**config.mk**
```make
export PLATFORM = sky130hd
export DESIGN_NAME = pipe_stage_chain
export DESIGN_NICKNAME = d
export VERILOG_FILES = /design/src/rtl/pipe_stage_chain.sv
export SDC_FILE = /design/constraint.sdc
export NUM_CORES = 1
export LEC_CHECK = 0
export BUFFER_PORTS_ARGS = -buffer_cell sky130_fd_sc_hd__buf_2
export CAP_MARGIN = 20
export CORE_UTILIZATION = 53
export CTS_BUF_LIST = sky130_fd_sc_hd__clkbuf_8
export CTS_CLUSTER_DIAMETER = 200
export DETAILED_ROUTE_END_ITERATION = 8
export PLACE_DENSITY = 0.78
export SLEW_MARGIN = 30
export SYNTH_ARGS = -nofsm -noshare
export SYNTH_HDL_FRONTEND = slang
export SYNTH_SLANG_ARGS = --single-unit
export TNS_END_PERCENT = 20
```
**constraint.sdc**
```tcl
create_clock -name clk1 -period 7.8 [get_ports clk1]
set_input_delay 0 -clock clk1 [delete_from_list [all_inputs] [get_ports clk1]]
set_output_delay 0 -clock clk1 [all_outputs]
set_load 0.03 [all_outputs]
```
**src/rtl/pipe_stage_chain.sv**
```systemverilog
// pipe_stage_chain: a parametrised chain of instruction-pipeline registers
// carrying IR / NPC / TYPE with per-stage valid bits.
//
// Handshake: a transfer happens on a rising edge of clk1 when the sender
// asserts valid and the receiver asserts ready in the same cycle. valid must
// not depend on ready; ready may depend on valid. This holds for both the
// in_* side (in_valid/in_ready) and the out_* side (out_valid/out_ready).
//
// Empty stages always report ready, so bubbles collapse even while the last
// stage is stalled. A set flush_mask bit clears its stage at the edge. The
// flush wins over an incoming item, and the upstream side still sees its
// transfer complete, so the item is dropped and never duplicated.
module pipe_stage_chain #(
    parameter int WIDTH  = 32,
    parameter int TYPE_W = 3,
    parameter int STAGES = 4,
    parameter int CNT_W  = 32
) (
    input  logic                           clk1,
    input  logic                           reset,
    input  logic                           in_valid,
    output logic                           in_ready,
    input  logic [WIDTH-1:0]               in_ir,
    input  logic [WIDTH-1:0]               in_npc,
    input  logic [TYPE_W-1:0]              in_type,
    input  logic [STAGES-1:0]              flush_mask,
    output logic                           out_valid,
    input  logic                           out_ready,
    output logic [WIDTH-1:0]               out_ir,
    output logic [WIDTH-1:0]               out_npc,
    output logic [TYPE_W-1:0]              out_type,
    output logic [$clog2(STAGES+1)-1:0]    occupancy,
    output logic [CNT_W-1:0]               retired_count
);

    localparam int OCC_W = $clog2(STAGES + 1);

    logic [STAGES-1:0] v_q, v_d;
    logic [WIDTH-1:0]  ir_q   [STAGES];
    logic [WIDTH-1:0]  ir_d   [STAGES];
    logic [WIDTH-1:0]  npc_q  [STAGES];
    logic [WIDTH-1:0]  npc_d  [STAGES];
    logic [TYPE_W-1:0] type_q [STAGES];
    logic [TYPE_W-1:0] type_d [STAGES];
    logic [OCC_W-1:0]  occ_q, occ_d;
    logic [CNT_W-1:0]  ret_q, ret_d;

    // Per-stage sources and the ready chain (rdy[STAGES] is the downstream).
    logic [STAGES:0]   rdy;
    logic [STAGES-1:0] src_v;
    logic [WIDTH-1:0]  src_ir   [STAGES];
    logic [WIDTH-1:0]  src_npc  [STAGES];
    logic [TYPE_W-1:0] src_type [STAGES];

    // Ready chain, per-stage next state, occupancy and retire counter.
    always_comb begin
        rdy         = '0;
        rdy[STAGES] = out_ready;
        for (int k = STAGES - 1; k >= 0; k--) begin
            rdy[k] = !v_q[k] || rdy[k+1];
        end

        src_v       = '0;
        src_ir      = ir_q;
        src_npc     = npc_q;
        src_type    = type_q;
        src_v[0]    = in_valid;
        src_ir[0]   = in_ir;
        src_npc[0]  = in_npc;
        src_type[0] = in_type;
        for (int k = 1; k < STAGES; k++) begin
            src_v[k]    = v_q[k-1];
            src_ir[k]   = ir_q[k-1];
            src_npc[k]  = npc_q[k-1];
            src_type[k] = type_q[k-1];
        end

        v_d    = v_q;
        ir_d   = ir_q;
        npc_d  = npc_q;
        type_d = type_q;
        for (int k = 0; k < STAGES; k++) begin
            if (flush_mask[k]) begin
                // Kill wins over any item arriving this edge.
                v_d[k]    = 1'b0;
                ir_d[k]   = '0;
                npc_d[k]  = '0;
                type_d[k] = '0;
            end else if (src_v[k] && rdy[k]) begin
                v_d[k]    = 1'b1;
                ir_d[k]   = src_ir[k];
                npc_d[k]  = src_npc[k];
                type_d[k] = src_type[k];
            end else if (v_q[k] && rdy[k+1]) begin
                // Item left and nothing replaced it; payload keeps last value.
                v_d[k] = 1'b0;
            end
        end

        occ_d = '0;
        for (int k = 0; k < STAGES; k++) begin
            occ_d = occ_d + OCC_W'(v_d[k]);
        end

        ret_d = ret_q;
        if (out_valid && out_ready) begin
            ret_d = ret_q + CNT_W'(1);
        end
    end

    // State registers: async reset clears valids, payloads and counters.
    always_ff @(posedge clk1 or posedge reset) begin
        if (reset) begin
            v_q   <= '0;
            occ_q <= '0;
            ret_q <= '0;
            for (int k = 0; k < STAGES; k++) begin
                ir_q[k]   <= '0;
                npc_q[k]  <= '0;
                type_q[k] <= '0;
            end
        end else begin
            v_q    <= v_d;
            ir_q   <= ir_d;
            npc_q  <= npc_d;
            type_q <= type_d;
            occ_q  <= occ_d;
            ret_q  <= ret_d;
        end
    end

    // A last stage that is being flushed never presents a handshake.
    assign out_valid     = v_q[STAGES-1] & ~flush_mask[STAGES-1];
    assign out_ir        = ir_q[STAGES-1];
    assign out_npc       = npc_q[STAGES-1];
    assign out_type      = type_q[STAGES-1];
    assign in_ready      = rdy[0];
    assign occupancy     = occ_q;
    assign retired_count = ret_q;

endmodule

```
# ---- Word level (Yosys, flattened, before mapping)
# Cells that the tools add are included.
# W data, S select, Z words.
dict set report op_classes {
  add_sub_neg 4
  mux 36
  n_bitwise 2
  n_reduce_logical 18
}
# cell n
set ops {}
lappend ops {{$mux W32} 16}
lappend ops {{$add A32 B1 Y32 const B} 1}
lappend ops {{$mux W3} 8}
lappend ops {{$mux W1} 12}
lappend ops {{$reduce_bool A2 Y1} 4}
lappend ops {{$logic_and A1 B1 Y1} 6}
lappend ops {{$logic_not A1 Y1} 4}
lappend ops {{$logic_or A1 B1 Y1} 4}
lappend ops {{$add A2 B1 Y3} 1}
lappend ops {{$add A3 B1 Y3} 1}
lappend ops {{$add A1 B1 Y2} 1}
lappend ops {{$and A1 B1 Y1} 1}
lappend ops {{$not A1 Y1} 1}
dict set report totals {
  register_bits 307
  input_bits 75
  out_inout_bits 104
  elab_cells 75
}

# ---- Logic depth before layout (Yosys ltp)
# Gate-level depths: netlist of the first run.
dict set report depth {
  depth_word 11
  ltp_mapped 7
  depth_no_buf 6
}

# ---- Worst setup path after synthesis of the first run
# No wires, ideal clock.
dict set report synth_timing {
  kind {flip-flop to flip-flop}
  startpoint {reg v_q[2]}
  endpoint {reg occ_q[1] (netlist: occupancy[1])}
  arrival_time_ps 1758
  path_slack_ps 5916
  path_stages_with_launch 7
  period_less_slack_ps 1884
  path_cell_list {dfrtp_1 and4b_1 a21oi_1 nor2_1 fa_1 ha_1 ha_1}
}
dict set report synth_via {
  elab_chain_cells 10
  elab_cells_between_ends 22
}
# element line
set synth_lines {}
lappend synth_lines {{start: declaration} 38} ;# logic [STAGES-1:0] v_q, v_d;
lappend synth_lines {{start signal: assignment} 123} ;# v_q <= v_d;
lappend synth_lines {{$logic_not A1 Y1 *} 60} ;# rdy[k] = !v_q[k] || rdy[k+1];
lappend synth_lines {{$logic_or A1 B1 Y1 * (2 in series)} 60}
lappend synth_lines {{$logic_and A1 B1 Y1 / $logic_or A1 B1 Y1 (equally long branches)} {94, 60}}
lappend synth_lines {{$mux W1 / $logic_and A1 B1 Y1 (equally long branches)} {94, 89}}
lappend synth_lines {{$mux W1 *} 89} ;# end else if (src_v[k] && rdy[k]) begin
lappend synth_lines {{$mux W1 *} 83} ;# if (flush_mask[k]) begin
lappend synth_lines {{named net v_d[0]} 38}
lappend synth_lines {{$add A1 B1 Y2 *} 102} ;# occ_d = occ_d + OCC_W'(v_d[k]);
lappend synth_lines {{$add A2 B1 Y3 *} 102}
lappend synth_lines {{$add A3 B1 Y3 *} 102}
lappend synth_lines {{named net occ_d[1]} 45} ;# logic [OCC_W-1:0] occ_q, occ_d;
lappend synth_lines {{end signal: assignment} 115} ;# occ_q <= '0;
lappend synth_lines {{end signal: assignment} 127} ;# occ_q <= occ_d;
lappend synth_lines {{end: declaration} 45}
# The timed path passes the listed nets; every way through them passes the cells marked *.
# A chain may end at the register's enable or synchronous reset.

# ---- Final worst setup path of the first run
dict set report layout_timing {
  startpoint {reg v_q[1]}
  endpoint {reg npc_q[102] (netlist bit)}
}
dict set report layout_via {
  elab_chain_cells 5
}
# element line
set layout_lines {}
lappend layout_lines {{$logic_not A1 Y1} 60}
lappend layout_lines {{$logic_or A1 B1 Y1 (2 in series)} 60}
lappend layout_lines {{$logic_and A1 B1 Y1} 89}
lappend layout_lines {{$reduce_bool A2 Y1 (no source line)} -}
lappend layout_lines {{end signal: assignment} 125} ;# npc_q <= npc_d;
lappend layout_lines {{end: declaration} 41} ;# logic [WIDTH-1:0] npc_q [STAGES];
# Every way passes these cells.

==> out/metrics.cfg, run 1 <==
[run_status]
status = finished clean

[critical_path]
critPathBufInv = 1
cp_cell_sequence = and4b_1 > nand2_2 > a21oi_4 > a22o_1 > dlygate4sd3_1
required_ps = 8270
cp_top_family = compound AO/OA/AOI/OAI gates
cp-start-kind = register
end_kind = register
worstPathArrival_ps = 2910
crit_fanout = 26
crit_slowest_cell = a21oi_4
slowest_delay_ps = 600
criticalPathCategory = register to register

[cells_and_area]
nFillCells = 1684
finalInstanceArea_um2 = 14480
seq_area_um2 = 7682
area_delta_synth_final_pct = 19.46
fin_nets = 1375
multi_input_area_um2 = 3677
drive_above_1_share = 0.1976

[die]
io_pins = 179
core_um2 = 22090
die_h_um = 153.2
die_area_um2 = 23480
num_rows = 54
die_x_um = 153.2
start_util = 0.5487

[timing]
finalCritPeriodShare = 0.3121
tightest_slew_ps = 894.8
period_needed_ps = 2434
slew_headroom = 0.4012
fmax_mhz = 410.8
setup_viol = 0
finalClockSkew_ps = 12.38
setup-tns-final_ps = 0
maxSlewViolCount = 0
final_hold_viol_count = 0
rsz0062_at_grt = no

[clock_network]
cts_inserted_buffers = 46
post_cts_buffers = 0
insertion_delay_ps = 540
cts_tree = built
htree_num_levels = 2
clk_pin_slew_ps = 60
postCtsHoldBufs = 97
cts_buffer_depth = 3
root_buffer = clkbuf_8
cts_resized = 0
cts_sinks = 307

[route]
vias = 8596
firstDrtPassIters = 4
drc_errors = 0
wire_per_inst_um = 16.67
drt_iter0_drc = 511
final_antenna_net_count = 0
routed_wl_mm = 26.63
via_per_inst = 5.383

[global_route]
grt_pass1_wl_mm = 44.13
grt_usage = 0.2352
overflow = 0
grt_pass1_vias = 8593
grt_max_degree = 86
antenna_found_initial = 1

[synth]
yosys_warnings = 0
avgSynthCellArea_um2 = 11.08
synthesis.nets = 1173
ys_types = 30
ys_seq_area_frac = 0.6337
synthCells = 1094
ys_ff_latch = 307
netlist_area_um2 = 12120

[placement]
hpwl_mm = 15.98
place.gp.congestion = 0.8240
place_area_um2 = 12720
io_buffers = 178

[worst_hold_path]
worstHoldPathType = input pin to register

[pwr]
ir_drop_uv = 109.0
p_leak_nw = 7.119
powerDensity_nw_per_um2 = 205.4

[flow_run]
drv_cap = 0

[layout by cell type, fill, tap and decap left out]
| master | instances |
|---|---|
| nand3_1 | 7 |
| a21oi_1 | 136 |
| and4b_1 | 1 |
| ha_1 | 3 |
| inv_1 | 19 |
| xor2_1 | 11 |
| nand4_1 | 9 |
| diode_2 | 1 |
| xnor2_1 | 20 |
| nand2b_1 | 1 |
| fa_1 | 1 |
| and3_1 | 5 |
| inv_6 | 1 |
| nand2_2 | 1 |
| nand4b_2 | 1 |
| nand2_1 | 284 |
| nor3_2 | 3 |
| clkinvlp_4 | 3 |
| buf_4 | 11 |
| mux2_2 | 1 |
| buf_6 | 3 |
| dlygate4sd3_1 | 97 |
| nor2b_4 | 2 |
| buf_16 | 1 |
| dfrtp_1 | 307 |
| nor2b_1 | 1 |
| a21oi_4 | 2 |
| nand2b_2 | 1 |
| o21ai_4 | 1 |
| a22o_1 | 134 |
| nor4_2 | 1 |
| or2_1 | 1 |
| nor2_4 | 2 |
| nor4_1 | 1 |
| clkbuf_8 | 48 |
| nor2_1 | 12 |
| and4_1 | 2 |
| and2_1 | 4 |
| buf_2 | 178 |
[per-layer routing]
layer	share of wire	wire [µm]	up-vias	GRT usage
li1	-	-	4083	-
met1	0.44	11680	4198	0.3196
met4	0.038	1008	0	0.1073
met3	0.050	1330	67	0.03884
met5	0	0	-	0
met2	0.47	12610	248	0.3738
[stage by stage]
step	cells	util	total power, mW	hold WS, ps	worst slack [ps]
2_1_floorplan	1094	-	1.787	86.14	3715
3_3_place_gp	1430	0.5758	1.843	224.0	5565
3_5_place_dp	1430	0.5759	1.849	227.1	5450
4_1_cts	1595	0.6538	2.994	110.8	5406
5_1_grt	1597	0.6555	3.092	163.8	5213
6_report	1597	0.6555	2.974	145.0	5366
[state kept, by name, indices dropped and copies added (netlist names), 4 cells and up]
| register | flops |
|---|---|
| ir_q | 96 |
| npc_q | 96 |
| out_ir | 32 |
| out_npc | 32 |
| retired_count | 32 |
| src_type | 9 |
| v_q | 4 |
[logic make-up after synthesis]
family	after synthesis	synth area share
simple gates	339	0.1156
flops	307	0.6337
compound gates	273	0.1548
buf+inv	139	0.06781
xor+xnor	31	0.02240
fa+ha+maj	4	0.004748
mux	1	0.0009288
[worst register-to-register path, cell delays in order (launching register included)]
cell and delay [ps]:
dfrtp_1 440, and4b_1 390, nand2_2 130, a21oi_4 600, a22o_1 240, dlygate4sd3_1 560
[area by class of cell]
type,instances,share of cell area
clock inverters,20,0.006048
multi-input cells,648,0.2539
inverters,3,0.001037
diodes,1,0.0001728
repair buffers,290,0.1385
flip-flops and latches,307,0.5305
clock buffers,48,0.04562
well taps,280,0.02419
[power by group]
group	total (mW)	switching, mW	internal (mW)
clock network	1.11	0.554	0.558
registers	1.65	0.0242	1.63
logic	0.210	0.127	0.0833
[path summary, 6_finish.rpt]
path | start | endpoint | slack (ps) | cells after the start
worst max-delay path | v_q[1]$_DFF_PP0_ | npc_q[102]$_DFFE_PP0P_ | 5370 | 5
worst min-delay path | flush_mask[2] | src_type[1]$_DFFE_PP0P_ | 140 | 3
worst max register to register | v_q[1]$_DFF_PP0_ | npc_q[102]$_DFFE_PP0P_ | 5370 | 5
worst min register to register | retired_count[31]$_DFFE_PP0P_ | retired_count[31]$_DFFE_PP0P_ | 470 | 1
max in group asynchronous | reset | npc_q[120]$_DFFE_PP0P_ | 6440 | 5
min in group asynchronous | reset | out_type[1]$_DFFE_PP0P_ | 180 | 4
[cell usage after synthesis (all sizes together)]
cell	instances	share of area
nand2b	2	0.0010
and4b	1	0.00083
a22o	134	0.097
nand3	7	0.0029
and2	4	0.0021
ha	3	0.0031
mux2	1	0.00093
dfrtp	307	0.63
nand4b	1	0.0012
fa	1	0.0017
clkbuf	36	0.011
nor2	14	0.0043
buf	100	0.056
nor2b	3	0.0015
xor2	11	0.0079
a21oi	138	0.058
and4	2	0.0014
or2	1	0.00052
nand4	9	0.0046
xnor2	20	0.014
nand2	285	0.088
and3	5	0.0026
nor4	2	0.0015
o21ai	1	0.00041
nor3	3	0.0025
inv	3	0.00093
(Power assumes the default switching activity.)
==> inputs of run 2 (changes only) <==
--- a/config.mk
+++ b/config.mk
@@ -5,13 +5,14 @@
 export SDC_FILE = /design/constraint.sdc
 export NUM_CORES = 1
 export LEC_CHECK = 0
+export ABC_AREA = 1
 export BUFFER_PORTS_ARGS = -buffer_cell sky130_fd_sc_hd__buf_2
 export CAP_MARGIN = 20
-export CORE_UTILIZATION = 53
+export CORE_UTILIZATION = 54
 export CTS_BUF_LIST = sky130_fd_sc_hd__clkbuf_8
 export CTS_CLUSTER_DIAMETER = 200
 export DETAILED_ROUTE_END_ITERATION = 8
-export PLACE_DENSITY = 0.78
+export PLACE_DENSITY = 0.79
 export SLEW_MARGIN = 30
 export SYNTH_ARGS = -nofsm -noshare
 export SYNTH_HDL_FRONTEND = slang
==> constraint.sdc (replaced) <==
create_clock -name clk1 -period 2.06 [get_ports clk1]
set_input_delay 0 -clock clk1 [delete_from_list [all_inputs] [get_ports clk1]]
set_output_delay 0 -clock clk1 [all_outputs]
set_load 0.03 [all_outputs]
==> out/metrics.cfg, run 2 <==
[synth]
synth_edf_count = 0
synthCells = 1345
synthesis.nets = 1424
ys_ff_latch = 307
avgSynthCellArea_um2 = 9.630
synth_area_leaders = dfrtp_1 59%, nand3_1 8.3%, nand2_1 6.2%, inv_1 4.7%, buf_4 3.9%
async_reset_ff_frac = 1.000
netlist_top_cells_count = 307 x dfrtp_1, 215 x nand2_1, 215 x nand3_1
yosysTopAreaCell = dfrtp_1
ys_seq_area_frac = 0.5931
synth_top_cell_area_share = 0.5931
synthFlopType = dfrtp_1
synth.most_common_cell = dfrtp_1
netlist_area_um2 = 12950
ys_types = 30
yosys_warnings = 0

[critical_path]
required_ps = 2500
criticalPathCategory = register to register
worstPathArrival_ps = 2410
crit_fanout = 4
end_kind = register
cp-start-kind = register

[pwr]
internal_power_mw = 9.125
p_clk_frac = 0.411
p_leak_nw = 7.656
ir_drop_uv = 476.6
swShare = 0.2407
powerDensity_nw_per_um2 = 772.2
p_seq_frac = 0.519
power.switching_mw = 2.892
total_power_mw = 12.02
power_frac_comb = 0.071

[route]
final_antenna_net_count = 0
vias = 10240
via_per_inst = 5.354
wire_per_inst_um = 16.13
routed_wl_mm = 30.83
firstDrtPassIters = 5
drt_iter0_drc = 746
drc_errors = 0

[clock_network]
insertion_delay_ps = 560
cts_buffer_depth = 3
root_buffer = clkbuf_8
cts_inserted_buffers = 49
cts_tree = built
post_cts_buffers = 0
cts_sinks = 307
clk_pin_slew_ps = 60
htree_num_levels = 2

[cells_and_area]
fin_nets = 1634
finalInstanceArea_um2 = 15560
finish.utilization = 0.6630
drive_above_1_share = 0.2025
final_cell_count_no_fill = 1912
nFillCells = 1862
layout_commonest_cell = dfrtp_1
final_cell_mix = 307 x dfrtp_1, 214 x nand2_1, 214 x nand3_1
largest_registers = ir_q (96), npc_q (96)
seq_area_um2 = 7682
area_delta_synth_final_pct = 20.15
multi_input_area_um2 = 3731

[placement]
hpwl_mm = 18.48
place_area_um2 = 13660
pre_cts_slack_ps = 27.31
io_buffers = 178
dp_cells = 1730
place.gp.congestion = 0.9098

[global_route]
antenna_found_initial = 3
grt_usage = 0.2594
grt_max_degree = 105
overflow = 0
grt_pass1_wl_mm = 50.46
grt_pass1_vias = 10170

[die]
die_h_um = 156.9
io_pins = 179
die_area_um2 = 24610
die_x_um = 156.9
core_um2 = 23470
num_rows = 56
start_util = 0.5518

[timing]
hold_ws_ps = 83.54
setup_ws_ps = 90.04
period_needed_ps = 1970
final_hold_viol_count = 0
fmax_mhz = 507.6
slew_headroom = 0.4664
finalCritPeriodShare = 0.9563
tightest_slew_ps = 800.4
rsz0062_at_grt = no
finalClockSkew_ps = 11.77
setup-tns-final_ps = 0
setup_viol = 0
maxSlewViolCount = 0

[worst_hold_path]
worstHoldPathType = input pin to register

[run_status]
status = finished clean

[flow_run]
drv_cap = 0

## run 2: cell count changes after synthesis, sizes merged, moves of 64 or more
cell   previous run  this run
nand3             7       218
inv               3       167
o21ai             1       141
a21oi           138         4
a22o            134         0
o22ai             0        67
nand2           285       221
## run 2: what timing repair did
item                                   in CTS  in global routing
setup endpoints to repair                   0                 19
hold buffers                               93                  0
gates resized for setup                     0                  5
endpoints found under the hold margin     359                  0
## run 2: final timing paths
kind                                        from                      endpoint  slack [ps]  cells past startpoint
max                             v_q[3]$_DFF_PP0_        occupancy[1]$_DFF_PP0_          90                      8
min                                     in_valid         ir_q[111]$_DFFE_PP0P_          80                      6
max reg2reg                     v_q[3]$_DFF_PP0_        occupancy[1]$_DFF_PP0_          90                      8
min reg2reg                ir_q[111]$_DFFE_PP0P_          ir_q[79]$_DFFE_PP0P_         480                      2
max in group asynchronous                  reset  retired_count[8]$_DFFE_PP0P_        1240                      5
min in group asynchronous                  reset          ir_q[93]$_DFFE_PP0P_         140                      4
## run 2: power by group through the flow
stage | logic (mW) | clock network [mW] | registers [mW]
floorplan | 0.444 | 0 | 6.35
global placement | 0.707 | 0 | 6.33
detailed placement | 0.720 | 0 | 6.34
CTS | 0.849 | 5.04 | 6.23
global route | 0.937 | 5.29 | 6.24
finish | 0.852 | 4.93 | 6.23
## run 2: critical path, stage by stage, from the launching register on
cell and delay (ps):
dfrtp_1 390, nand2_2 140, inv_4 60, nand3_2 100
nand2_4 70, a21oi_2 180, fa_1 450, ha_1 200
ha_1 270
## run 2: routing by layer
metal | share of wire | global-route usage | vias up
li1 | - | - | 4752
met1 | 0.42 | 0.3452 | 5012
met2 | 0.48 | 0.4176 | 390
met3 | 0.066 | 0.04819 | 83
met4 | 0.034 | 0.1102 | 0
met5 | 0 | 0 | -
## run 2: cell families (layout without fill, tap and decap cells)
logic type,Yosys count,after routing,synth area share
xor gates and xnor gates,16,16,0.01082
AOI/OAI and AO/OA,212,212,0.09621
other,0,3,0
adders and majority gates,4,4,0.004444
and+or+nand+nor,498,498,0.1754
DFF,307,307,0.5931
buffers and inverters,308,553,0.1200
## run 2: area by class of cell
type / instances / area share
sequential: 307 / 0.4936
multi-input combinational: 730 / 0.2397
timing repair buffer: 300 / 0.1388
clock buffer: 61 / 0.05395
inverter: 167 / 0.04084
tap: 319 / 0.02565
clock inverter: 25 / 0.006914
antenna: 3 / 0.0004824
==> inputs of run 3 (changes only) <==
--- a/config.mk
+++ b/config.mk
@@ -12,7 +12,7 @@
 export CTS_BUF_LIST = sky130_fd_sc_hd__clkbuf_8
 export CTS_CLUSTER_DIAMETER = 200
 export DETAILED_ROUTE_END_ITERATION = 8
-export PLACE_DENSITY = 0.79
+export PLACE_DENSITY = 0.81
 export SLEW_MARGIN = 30
 export SYNTH_ARGS = -nofsm -noshare
 export SYNTH_HDL_FRONTEND = slang
==> out/metrics.cfg, run 3 (same netlist as run 2, synthesis figures left out) <==
[critical_path]
r2r-start = v_q[3]$_DFF_PP0_
r2r_slack_ps = 70
ff2ff_path_depth = 8
cp_cell_sequence = nand2_2 > inv_4 > nand4_4 > nand2_2 > a21oi_1 > fa_1 > ha_1 > ha_1
crit_slowest_cell = fa_1
slowest_delay_ps = 440
required_ps = 2500
cp-start-kind = register
criticalPathCategory = register to register
worstPathArrival_ps = 2420
end_kind = register
crit_fanout = 4
r2r-end = occupancy[1]$_DFF_PP0_

[route]
routed_wl_mm = 31.69
vias = 10190
wire_per_inst_um = 16.69
drt_iter0_drc = 721
drc_errors = 0
via_per_inst = 5.368
final_antenna_net_count = 0
firstDrtPassIters = 6

[timing]
fmax_mhz = 503.1
final_hold_viol_count = 0
maxSlewViolCount = 0
rsz0062_at_grt = yes
tightest_slew_ps = 825.5
setup_viol = 0
setup_ws_ps = 72.16
finalClockSkew_ps = 21.07
period_needed_ps = 1988
slew_headroom = 0.4485
finalCritPeriodShare = 0.9650

[die]
die_area_um2 = 24610
start_util = 0.5518
die_h_um = 156.9
num_rows = 56
io_pins = 179
die_x_um = 156.9
core_um2 = 23470

[cells_and_area]
drive_above_1_share = 0.2160
largest_registers = ir_q (96), npc_q (96)
area_delta_synth_final_pct = 19.77
fin_nets = 1623
layout_commonest_cell = dfrtp_1
finish.utilization = 0.6609
final_cell_mix = 307 x dfrtp_1, 214 x nand2_1, 214 x nand3_1

[placement]
place.gp.congestion = 0.8765
pre_cts_slack_ps = 65.53
hpwl_mm = 18.91
io_buffers = 178

[clock_network]
clk_pin_slew_ps = 70
post_cts_buffers = 0
cts_buffer_depth = 3
cts_sinks = 307
root_buffer = clkbuf_8
htree_num_levels = 2
insertion_delay_ps = 560
cts_tree = built
cts_inserted_buffers = 48

[global_route]
use_met2 = 0.4392
antenna_found_initial = 1
grt_pass1_vias = 10170
use_met1 = 0.3433
grt.busiest_layer = met2
gr-usage-met3 = 0.04292
overflow = 0
grt_usage = 0.2651
grt_max_degree = 68
grt_pass1_wl_mm = 51.10

[pwr]
swShare = 0.2427
p_seq_frac = 0.506
powerDensity_nw_per_um2 = 794.5
p_leak_nw = 7.672
power.switching_mw = 2.991
power_frac_comb = 0.070
p_clk_frac = 0.425
ir_drop_uv = 491.4
internal_power_mw = 9.335

[worst_hold_path]
worstHoldPathType = input pin to register
holdPathStages = 5
hp-start = in_valid
hold_end = npc_q[105]$_DFFE_PP0P_

[flow_run]
drv_cap = 0

[run_status]
status = finished clean

-- run 3: cell count changes in the layout (fill, tap and decap cells not counted), sizes merged --
cell / previous run / this run
dlygate4sd3: 93 / 75
inv: 186 / 176
buf: 207 / 215
clkinv: 2 / 9
clkbuf: 61 / 66
clkinvlp: 4 / 1
diode: 3 / 1
-- run 3: worst max-delay path by stage --
stage	startpoint	endpoint	slack, ps	cells after the start
final	v_q[3]$_DFF_PP0_	occupancy[1]$_DFF_PP0_	70	8
after global routing	v_q[3]$_DFF_PP0_	occupancy[1]$_DFF_PP0_	-40	8
after CTS	v_q[3]$_DFF_PP0_	occupancy[1]$_DFF_PP0_	40	8
after detailed placement	v_q[3]$_DFF_PP0_	occupancy[1]$_DFF_PP0_	70	8
after global placement	v_q[3]$_DFF_PP0_	occupancy[1]$_DFF_PP0_	110	8
after floorplan	reset	ir_q[100]$_DFFE_PP0P_	-2020	1
-- run 3: power groups by stage --
stage	logic, mW	clock network [mW]	registers (mW)
6_report	0.860	5.23	6.23
5_1_grt	0.941	5.58	6.24
4_1_cts	0.856	5.32	6.23
3_5_place_dp	0.744	0	6.34
3_3_place_gp	0.727	0	6.33
2_1_floorplan	0.444	0	6.35
-- run 3: what timing repair did --
| action | CTS | global route |
|---|---|---|
| resized for setup | 0 | 2 |
| hold buffers | 75 | 0 |
| setup endpoints to repair | 0 | 7 |
| endpoints found under the hold margin | 121 | 0 |
-- run 3: stage by stage --
step                      power, mW  cells  setup TNS (ps)  area, µm²  hold slack, ps
after global placement        7.059   1738               0      13750           200.6
after global routing          12.76   1899          -40.97      15510           102.2
after detailed placement      7.081   1738               0      13750           192.8
after CTS                     12.41   1898               0      15500           39.48
after floorplan               6.795   1345         -621900      12960           78.41
final                         12.33   1899               0      15510           69.98
-- run 3: layer usage --
layer  part of all wire  up-vias
met2               0.49      429
met4              0.033        0
li1                   -     4720
met5                  0        -
met3              0.066       83
met1               0.41     4962
-- run 3: layout make-up --
cell class	instances	area [µm²]
Inverter	167	635.6
Clock buffer	66	908.4
Multi-Input combinational cell	730	3727
Tap cell	319	399.1
Timing Repair Buffer	290	2061
Antenna cell	1	2.502
Sequential cell	307	7682
Clock inverter	19	97.59
Fill cell	1814	7959
-- run 3: critical path, delay by kind of cell, from the launching register on --
| kind | cells | cell delay (ps) |
|---|---|---|
| compound gates | 1 | 220 |
| fa+ha+maj | 3 | 910 |
| buf+inv | 1 | 60 |
| flops | 1 | 390 |
| simple gates | 3 | 270 |
